--- config.mk ---
export PLATFORM = sky130hd
export DESIGN_NAME = key_press_gen_flat
export DESIGN_NICKNAME = d
export VERILOG_FILES = /design/src/rtl/key_pkg.sv /design/src/rtl/key_press_gen_if.sv /design/src/rtl/lfsr16.sv /design/src/rtl/key_press_gen.sv /design/src/flat_wrapper.sv
export SDC_FILE = /design/constraint.sdc
export NUM_CORES = 1
export LEC_CHECK = 0
export ABC_AREA = 1
export CAP_MARGIN = 10
export CORE_AREA = 3 3 107 109
export DETAILED_ROUTE_END_ITERATION = 8
export DIE_AREA = 0 0 110 112
export GPL_TIMING_DRIVEN = 0
export PLACE_DENSITY = 0.7
export SLEW_MARGIN = 10
export SYNTH_ARGS = -nofsm -noshare
export SYNTH_HDL_FRONTEND = slang
export SYNTH_SLANG_ARGS = --single-unit
--- constraint.sdc ---
create_clock -name sys_clk -period 4.57 [get_ports sys_clk]
set_input_delay 0.914 -clock sys_clk [delete_from_list [all_inputs] [get_ports sys_clk]]
set_output_delay 0.914 -clock sys_clk [all_outputs]
set_load 0.01 [all_outputs]
--- src/rtl/key_pkg.sv ---
// Shared definitions for the key-press emulator: FSM encoding, LFSR taps
// and the idle level of the active-low key line.
package key_pkg;

  typedef enum logic [1:0] {
    IDLE    = 2'd0,
    PRESS_B = 2'd1,
    HOLD    = 2'd2,
    REL_B   = 2'd3
  } key_state_t;

  // Fibonacci taps 16,14,13,11 expressed as a mask over bits [15:0]
  localparam logic [15:0] LFSR_TAPS = 16'hB400;

  // Released key reads high
  localparam logic KEY_IDLE = 1'b1;

  // Feedback bit shifted into bit 0 on the next advance
  function automatic logic lfsr_fb(input logic [15:0] q);
    return ^(q & LFSR_TAPS);
  endfunction

  // One left shift of the LFSR with feedback into bit 0
  function automatic logic [15:0] lfsr_step(input logic [15:0] q);
    return {q[14:0], lfsr_fb(q)};
  endfunction

endpackage

--- src/rtl/key_press_gen_if.sv ---
// Request/status bundle between a key-press requester and the emulator.
interface key_press_gen_if #(
  parameter int HOLD_W = 20
) ();

  logic              press_req;
  logic [HOLD_W-1:0] hold_cycles;
  logic              key_out;
  logic              busy;
  logic              done;

  // Requester side: issues presses and watches the key line
  modport master (
    output press_req,
    output hold_cycles,
    input  key_out,
    input  busy,
    input  done
  );

  // Emulator side: accepts presses and drives the key line
  modport slave (
    input  press_req,
    input  hold_cycles,
    output key_out,
    output busy,
    output done
  );

endinterface

--- src/rtl/lfsr16.sv ---
// 16-bit Fibonacci LFSR that supplies the bounce glitch pattern.
module lfsr16
  import key_pkg::*;
#(
  parameter logic [15:0] SEED = 16'hACE1
) (
  input  logic        sys_clk,
  input  logic        sys_rst,
  input  logic        en,
  output logic [15:0] q
);

  logic [15:0] r_q;

  // Reload the seed on reset, otherwise advance only when enabled
  always_ff @(posedge sys_clk) begin
    if (sys_rst) begin
      r_q <= SEED;
    end else if (en) begin
      r_q <= lfsr_step(r_q);
    end
  end

  assign q = r_q;

endmodule

--- src/rtl/key_press_gen.sv ---
// Key-press emulator: on request drives an active-low key line through
// press bounce, a clean low hold, release bounce and back to idle high.
module key_press_gen
  import key_pkg::*;
#(
  parameter logic [19:0] BOUNCE_CNT = 20'd20,
  parameter logic [15:0] LFSR_SEED  = 16'hACE1,
  parameter int          HOLD_W     = 20
) (
  input  logic            sys_clk,
  input  logic            sys_rst,
  key_press_gen_if.slave  kif
);

  localparam bit                BOUNCE_EN   = (BOUNCE_CNT != 20'd0);
  localparam logic [19:0]       BOUNCE_LAST = BOUNCE_CNT - 20'd1;
  localparam logic [HOLD_W-1:0] HOLD_ONE    = HOLD_W'(1);

  key_state_t        r_state;
  logic              r_key;
  logic              r_busy;
  logic              r_done;
  logic [19:0]       r_bcnt;
  logic [HOLD_W-1:0] r_hcnt;
  logic [HOLD_W-1:0] r_hold_len;

  key_state_t        w_state_next;
  logic              w_key_next;
  logic              w_busy_next;
  logic              w_done_next;
  logic [19:0]       w_bcnt_next;
  logic [HOLD_W-1:0] w_hcnt_next;
  logic [HOLD_W-1:0] w_hold_len_next;

  logic [15:0]       w_lfsr_q;
  logic              w_lfsr_en;
  logic              w_lfsr_next_bit;
  logic              w_bounce_last;
  logic              w_hold_last;

  assign w_lfsr_en       = (r_state == PRESS_B) || (r_state == REL_B);
  assign w_lfsr_next_bit = lfsr_fb(w_lfsr_q);
  assign w_bounce_last   = (r_bcnt == BOUNCE_LAST);
  assign w_hold_last     = (r_hcnt == (r_hold_len - HOLD_ONE));

  lfsr16 #(
    .SEED (LFSR_SEED)
  ) u_lfsr (
    .sys_clk (sys_clk),
    .sys_rst (sys_rst),
    .en      (w_lfsr_en),
    .q       (w_lfsr_q)
  );

  // Register the FSM state, counters and outputs computed below
  always_ff @(posedge sys_clk) begin
    if (sys_rst) begin
      r_state    <= IDLE;
      r_key      <= KEY_IDLE;
      r_busy     <= 1'b0;
      r_done     <= 1'b0;
      r_bcnt     <= '0;
      r_hcnt     <= '0;
      r_hold_len <= '0;
    end else begin
      r_state    <= w_state_next;
      r_key      <= w_key_next;
      r_busy     <= w_busy_next;
      r_done     <= w_done_next;
      r_bcnt     <= w_bcnt_next;
      r_hcnt     <= w_hcnt_next;
      r_hold_len <= w_hold_len_next;
    end
  end

  // Next state and next output values; the edge entering a state sets the
  // key level seen during that state's first cycle
  always_comb begin
    w_state_next    = r_state;
    w_key_next      = r_key;
    w_busy_next     = r_busy;
    w_done_next     = 1'b0;
    w_bcnt_next     = r_bcnt;
    w_hcnt_next     = r_hcnt;
    w_hold_len_next = r_hold_len;

    case (r_state)
      IDLE: begin
        w_key_next  = KEY_IDLE;
        w_busy_next = 1'b0;
        if (kif.press_req) begin
          w_hold_len_next = (kif.hold_cycles == '0) ? HOLD_ONE : kif.hold_cycles;
          w_busy_next     = 1'b1;
          w_bcnt_next     = '0;
          w_hcnt_next     = '0;
          if (BOUNCE_EN) begin
            w_state_next = PRESS_B;
          end else begin
            w_state_next = HOLD;
            w_key_next   = 1'b0;
          end
        end
      end

      PRESS_B: begin
        if (w_bounce_last) begin
          w_state_next = HOLD;
          w_key_next   = 1'b0;
          w_bcnt_next  = '0;
          w_hcnt_next  = '0;
        end else begin
          w_key_next  = w_lfsr_q[0];
          w_bcnt_next = r_bcnt + 20'd1;
        end
      end

      HOLD: begin
        if (w_hold_last) begin
          w_hcnt_next = '0;
          if (BOUNCE_EN) begin
            w_state_next = REL_B;
            w_key_next   = w_lfsr_q[0];
            w_bcnt_next  = '0;
          end else begin
            w_state_next = IDLE;
            w_key_next   = KEY_IDLE;
            w_done_next  = 1'b1;
            w_busy_next  = 1'b0;
          end
        end else begin
          w_key_next  = 1'b0;
          w_hcnt_next = r_hcnt + HOLD_ONE;
        end
      end

      REL_B: begin
        if (w_bounce_last) begin
          w_state_next = IDLE;
          w_key_next   = KEY_IDLE;
          w_done_next  = 1'b1;
          w_busy_next  = 1'b0;
          w_bcnt_next  = '0;
        end else begin
          w_key_next  = w_lfsr_next_bit;
          w_bcnt_next = r_bcnt + 20'd1;
        end
      end

      default: begin
        w_state_next = IDLE;
        w_key_next   = KEY_IDLE;
        w_busy_next  = 1'b0;
      end
    endcase
  end

  assign kif.key_out = r_key;
  assign kif.busy    = r_busy;
  assign kif.done    = r_done;

endmodule

--- src/flat_wrapper.sv ---
// flat-port wrapper written by rule: the top's interface ports become plain ports
module key_press_gen_flat import key_pkg::*;
#(
  parameter logic [19:0] BOUNCE_CNT = 20'd20,
  parameter logic [15:0] LFSR_SEED  = 16'hACE1,
  parameter int          HOLD_W     = 20
)
  (sys_clk, sys_rst, kif_press_req, kif_hold_cycles, kif_key_out, kif_busy, kif_done);
  key_press_gen_if #(.HOLD_W(HOLD_W)) kif_i ();
  input  logic sys_clk;
  input  logic sys_rst;
  input wire logic [$bits(kif_i.press_req)-1:0] kif_press_req;
  input wire logic [$bits(kif_i.hold_cycles)-1:0] kif_hold_cycles;
  output wire logic [$bits(kif_i.key_out)-1:0] kif_key_out;
  output wire logic [$bits(kif_i.busy)-1:0] kif_busy;
  output wire logic [$bits(kif_i.done)-1:0] kif_done;
  assign kif_i.press_req = kif_press_req;
  assign kif_i.hold_cycles = kif_hold_cycles;
  assign kif_key_out = kif_i.key_out;
  assign kif_busy = kif_i.busy;
  assign kif_done = kif_i.done;
  key_press_gen #(.BOUNCE_CNT(BOUNCE_CNT), .LFSR_SEED(LFSR_SEED), .HOLD_W(HOLD_W)) u_core (.sys_clk(sys_clk), .sys_rst(sys_rst), .kif(kif_i));
endmodule
Word-level counts from Yosys, hierarchy flattened
Cells that the tools add are included.
W data, S select, Z words.

cells by class
  reduce and logical (&&, ||, !) cells = 13
  mux-type cells = 21
  $add $sub $neg = 3
  eq/ne operators = 9
  bitwise operators = 1

operator list
  cell                     count
  $mux W20                 6
  $pmux W20 S3             2
  $add A20 B1 Y20 const B  2
  $eq A20 B20 Y1           1
  $eq A20 B5 Y1 const B    1
  $logic_not A20 Y1        1
  $sub A20 B1 Y20 const B  1
  $reduce_xor A16 Y1       1
  $mux W2                  4
  $pmux W2 S4              1
  $mux W1                  6
  $ne A2 B1 Y1 const B     3
  $reduce_and A2 Y1        3
  $eq A2 B2 Y1 const B     2
  $pmux W1 S4              1
  $reduce_and A4 Y1        1
  $reduce_or A2 Y1         2
  $reduce_and A3 Y1        1
  $reduce_bool A3 Y1       1
  $eq A2 B1 Y1 const B     1
  $logic_not A2 Y1         1
  $ne A2 B2 Y1 const B     1
  $pmux W1 S2              1
  $reduce_bool A2 Y1       1
  2 further kinds          2

storage, ports and cells
  output and inout port bits = 3
  bits in registers = 81
  input bits = 23
  word-level logic and storage cells = 55

Depth between registers and ports, before layout
  depth after elaboration = 4
  gate-level depth with buffers = 17
  depth with buffers taken out = 17

Modules after synthesis
From an unflattened synthesis, not the netlist that was laid out.

second synthesis, totals
  cell total of the unflattened synthesis = 754
  area total of the unflattened synthesis = 4869.7 um2

by module, submodules not included
  module         cells an instance  area an instance (um2)  instances  sequential area each (um2)
  key_press_gen  672                4236.6                  1          1301.2
  lfsr16         82                 633.1                   1          320.3

Worst setup path before layout
Ideal clock, no wire load.

  kind = reg2reg
  start point = register u_core.r_hold_len[0]
  end point = register u_core.r_bcnt[11]
  required time = 4.438 ns
  path buffers = 1
  arrival = 1.880 ns
  stages on the path, launching flop included = 15
  period minus slack after synthesis = 2.013 ns
  setup slack = 2.557 ns
  library setup time = 0.132 ns
  cells stage by stage = dfxtp_1 -> inv_1 -> ha_1 -> or2_2 -> nand3_1 -> nand3_1 -> nor2_1 -> nand3_1 -> nor2_1 -> nand3_2 -> nand2_4 -> nand2_4 -> buf_6 -> nand2_1 -> a21oi_1

between the ends
  word-level cells in the longest chain between the ends = 4

RTL lines
  item                         line                 RTL
  start: declaration           key_press_gen.sv:25  logic [HOLD_W-1:0] r_hold_len;
  start signal: assignment     key_press_gen.sv:72  r_hold_len <= w_hold_len_next;
  $sub A20 B1 Y20              key_press_gen.sv:44  assign w_hold_last = (r_hcnt == (r_hold_len - HOLD_ONE));
  $eq A20 B20 Y1               key_press_gen.sv:44
  $ne A2 B1 Y1 (no line)       --
  $reduce_and A2 Y1 (no line)  --
  end signal: assignment       key_press_gen.sv:70  r_bcnt <= w_bcnt_next;
  end: declaration             key_press_gen.sv:23  logic [19:0] r_bcnt;

No other way between the ends.
A chain may end at the register's enable or synchronous reset.

Final worst setup path
  start point = register u_core.r_hold_len[0]
  end point = register u_core.r_bcnt[15]

The elaborated chain is that of the path after synthesis.

==> impl_metrics.csv <==
group,metric,value,unit
run_status,status,"complete, no violations",
sta,drv_slew,0,
synthesis,synthArstFlopShare,0,
sta,finalCriticalPeriod,2.46,ns
critical_path,cp_num_buf_inv,2,
sta,hold_viol_final,0,
sta,tns,0,ns
cts,cts_resized,0,
synthesis,avgSynthCellArea,6.59,um^2
cts,holdBufCountCts,0,
cells_and_area,nFillCells,1098,
floorplanning,die_y,112,um
cells_and_area,drive_above_1_share,0.0539,
floorplanning,die_x,110,um
cells_and_area,design_area,0.00538,mm^2
sta,rsz0062_at_grt,"no",
critical_path,crit_chain,"inv_1 -> ha_1 -> or2_2 -> nand3_1 -> nand3_1 -> nor2_1 -> nand3_1 -> nor2_1 -> nand3_2 -> nand2_4 -> nand2_4 -> buf_6 -> nand2_1 -> a21oi_1",
cells_and_area,syn2layout_area_growth,12.9,%
global_route,antenna_found_initial,0,
critical_path,slowest_stage,"dfxtp_1",
cts,clock_tree.root_cell,"clkbuf_8",
global_route,grt_usage,0.199,
flow_run,max_cap_viol_count,0,
synthesis,synth_area,0.00476,mm^2
drt,drcViolationCount,0,
placed_design,hpwl,9110,um
pwr,max-vdd-ir-drop,0.000226,V
synthesis,synthTopCellsByCount,"152 x nand2_1, 119 x nor2_1, 81 x dfxtp_1",
synthesis,synth.most_common_cell,"nand2_1",
floorplanning,num_rows,38,
cts,cts_sinks,81,
placed_design,dpl_cell_area,0.00518,mm^2
cts,cts.clk_slew.worst_paths,0.08,ns
cells_and_area,final_util,0.502,
synthesis,synth_mux_area_frac,0,
critical_path,cpMostUsedCell,"nand3_1",
global_route,grt_overflow,0,
synthesis,synth_edf_count,0,
synthesis,synth_top_area_cell,"dfxtp_1",
floorplanning,start_util,0.445,
critical_path,start_kind,"flip-flop",
synthesis,synth_top_family_by_area,"simple AND/OR/NAND/NOR gates",
drt,drt_iter0_drc,251,
critical_path,cpPeakStageDelay,0.33,ns
sta,fmax,407,MHz
synthesis,synthCells,722,
sta,setup_ws,2.11,ns
cts,cts.path.max_buffers,2,
placed_design,port_buffers,24,
drt,antenna_left,0,
hold_path,hp-class,"flip-flop to flip-flop",
drt,drtPass1Iterations,5,
synthesis,synth.distinct_cells,36,
synthesis,synthFlopType,"dfxtp_1",
synthesis,yosys.area_share.adder,0.0184,
synthesis,synth_seq_area_share,0.341,
sta,skew,0.0115,ns
drt,drt_wl_total,11600,um
cts,cts-buffers-inserted,9,
cells_and_area,finalNetCount,787,
critical_path,crit_family,"simple AND/OR/NAND/NOR gates",
floorplanning,coreArea,0.0107,mm^2
synthesis,synthTopCellsByArea,"dfxtp_1 34%, nand2_1 12%, nor2_1 9.4%",
pwr,pwr_density_cell,505,mW/mm^2
synthesis,synth_compound_area_frac,0.0915,
drt,wire_per_inst,12.9,um
placed_design,place.gp.congestion,0.948,
floorplanning,ioPinCount,26,
critical_path,worst-setup-path-type,"flip-flop to flip-flop",
cts,cts_tree,"done",
sta,setup_violations,0,
floorplanning,dieArea,0.0123,mm^2
drt,vias_per_cell,5.13,
drt,via_count,4616,
critical_path,cp.arrival,2.67,ns
sta,finalCritPeriodShare,0.537,
cts,post_cts_buffers,0,
sta,slew_headroom,0.458,
synthesis,synth-xor-area-share,0.0754,
cts,clk_latency,0.35,ns
synthesis,yosys_warnings,0,
critical_path,crit_required,4.78,ns
synthesis,synthSimpleGateAreaFrac,0.386,
placed_design,post-place-ws,1.86,ns
global_route,grt_pass1_vias,4445,
cells_and_area,num_antenna_cells,0,
critical_path,worstPathMaxFanout,10,
sta,worstMarginPinSlew,0.806,ns
synthesis,synth_top_area_frac,0.341,
pwr,power_leakage,2.14,nW
cts,htreeDepth,3,
synthesis,ys_ff_latch,81,
synthesis,synth_fp_nets,752,
global_route,grt_max_degree,13,
critical_path,end_kind,"flip-flop",
sta,hold_ws,0.454,ns
global_route,grt_pass1_wl,19900,um
[path summary, 6_finish.rpt]
kind	to	depth (start not counted)	start	slack [ns]
worst max-delay path	u_core.r_bcnt[15]$_SDFFE_PP0P_	14	u_core.r_hold_len[0]$_SDFFE_PP0P_	2.11
worst min-delay path	u_core.u_lfsr.q[15]$_SDFFE_PP1P_	2	u_core.u_lfsr.q[14]$_SDFFE_PP0P_	0.45
worst max register to register	u_core.r_bcnt[15]$_SDFFE_PP0P_	14	u_core.r_hold_len[0]$_SDFFE_PP0P_	2.11
worst min register to register	u_core.u_lfsr.q[15]$_SDFFE_PP1P_	2	u_core.u_lfsr.q[14]$_SDFFE_PP0P_	0.45
[per-stage QoR]
| stage | instances | total power, W |
|---|---|---|
| finish | 900 | 0.00271 |
| CTS | 900 | 0.00273 |
| detailed placement | 886 | 0.00218 |
| global placement | 886 | 0.00215 |
| global route | 900 | 0.00295 |
| floorplan | 722 | 0.00187 |
[logic make-up (layout without fill, tap and decap cells)]
logic type | after synthesis | after routing
flops | 81 | 81
simple gates | 412 | 412
compound gates | 82 | 82
fa+ha+maj | 7 | 7
xor+xnor | 41 | 41
buf+inv | 99 | 137
[registers in the layout, summed over array words and instances, names as in the netlist]
register            flops
u_core.kif.key_out      1
u_core.kif.busy         1
u_core.r_hold_len      20
u_core.r_bcnt          20
u_core.kif.done         1
u_core.u_lfsr.q        16
u_core.r_hcnt          20
u_core.r_state          2
[report_power, final]
part | switching [W] | internal [W] | total, W
clock network | 0.000244 | 0.000302 | 0.000546
registers | 0.000126 | 0.000853 | 0.000979
logic | 0.000768 | 0.000420 | 0.00119
[layout by cell type, fill, tap and decap left out, types with 6 or more instances in the layout]
cell type and instances:
clkdlybuf4s50_1 24, nand2_1 152, nor3_1 23, nor2_1 119
inv_1 70, clkbuf_1 19, xor2_1 26, nand3_1 61
a211oi_1 6, o21ai_0 32, nor2_2 6, a21oi_1 41
clkbuf_8 9, nand4_1 22, dfxtp_1 81, nor4_1 7
ha_1 7, xnor2_1 15
[layout make-up]
| class | instances | area [um^2] | area share |
|---|---|---|---|
| multi-input combinational | 542 | 2720 | 0.506 |
| sequential | 81 | 1620 | 0.302 |
| clock buffer | 11 | 131 | 0.0244 |
| inverter | 72 | 270 | 0.0503 |
| buffer | 27 | 149 | 0.0277 |
| clock inverter | 3 | 67.6 | 0.0126 |
| timing repair buffer | 24 | 240 | 0.0447 |
| tap | 140 | 175 | 0.0326 |
[worst min-delay path, delay by kind of cell (launching register included)]
kind / cells / cell delay (ns)
and+or+nand+nor: 2 / 0.10
DFF: 1 / 0.33
[per-layer routing]
layer | vias to the layer above | share of wire | track usage
met2 | 90 | 0.49 | 0.341
met3 | 28 | 0.036 | 0.0342
met4 | 0 | 0.035 | 0.0881
met5 | - | 0 | 0
met1 | 2089 | 0.44 | 0.240
li1 | 2409 | - | -
(Power assumes the default switching activity.)
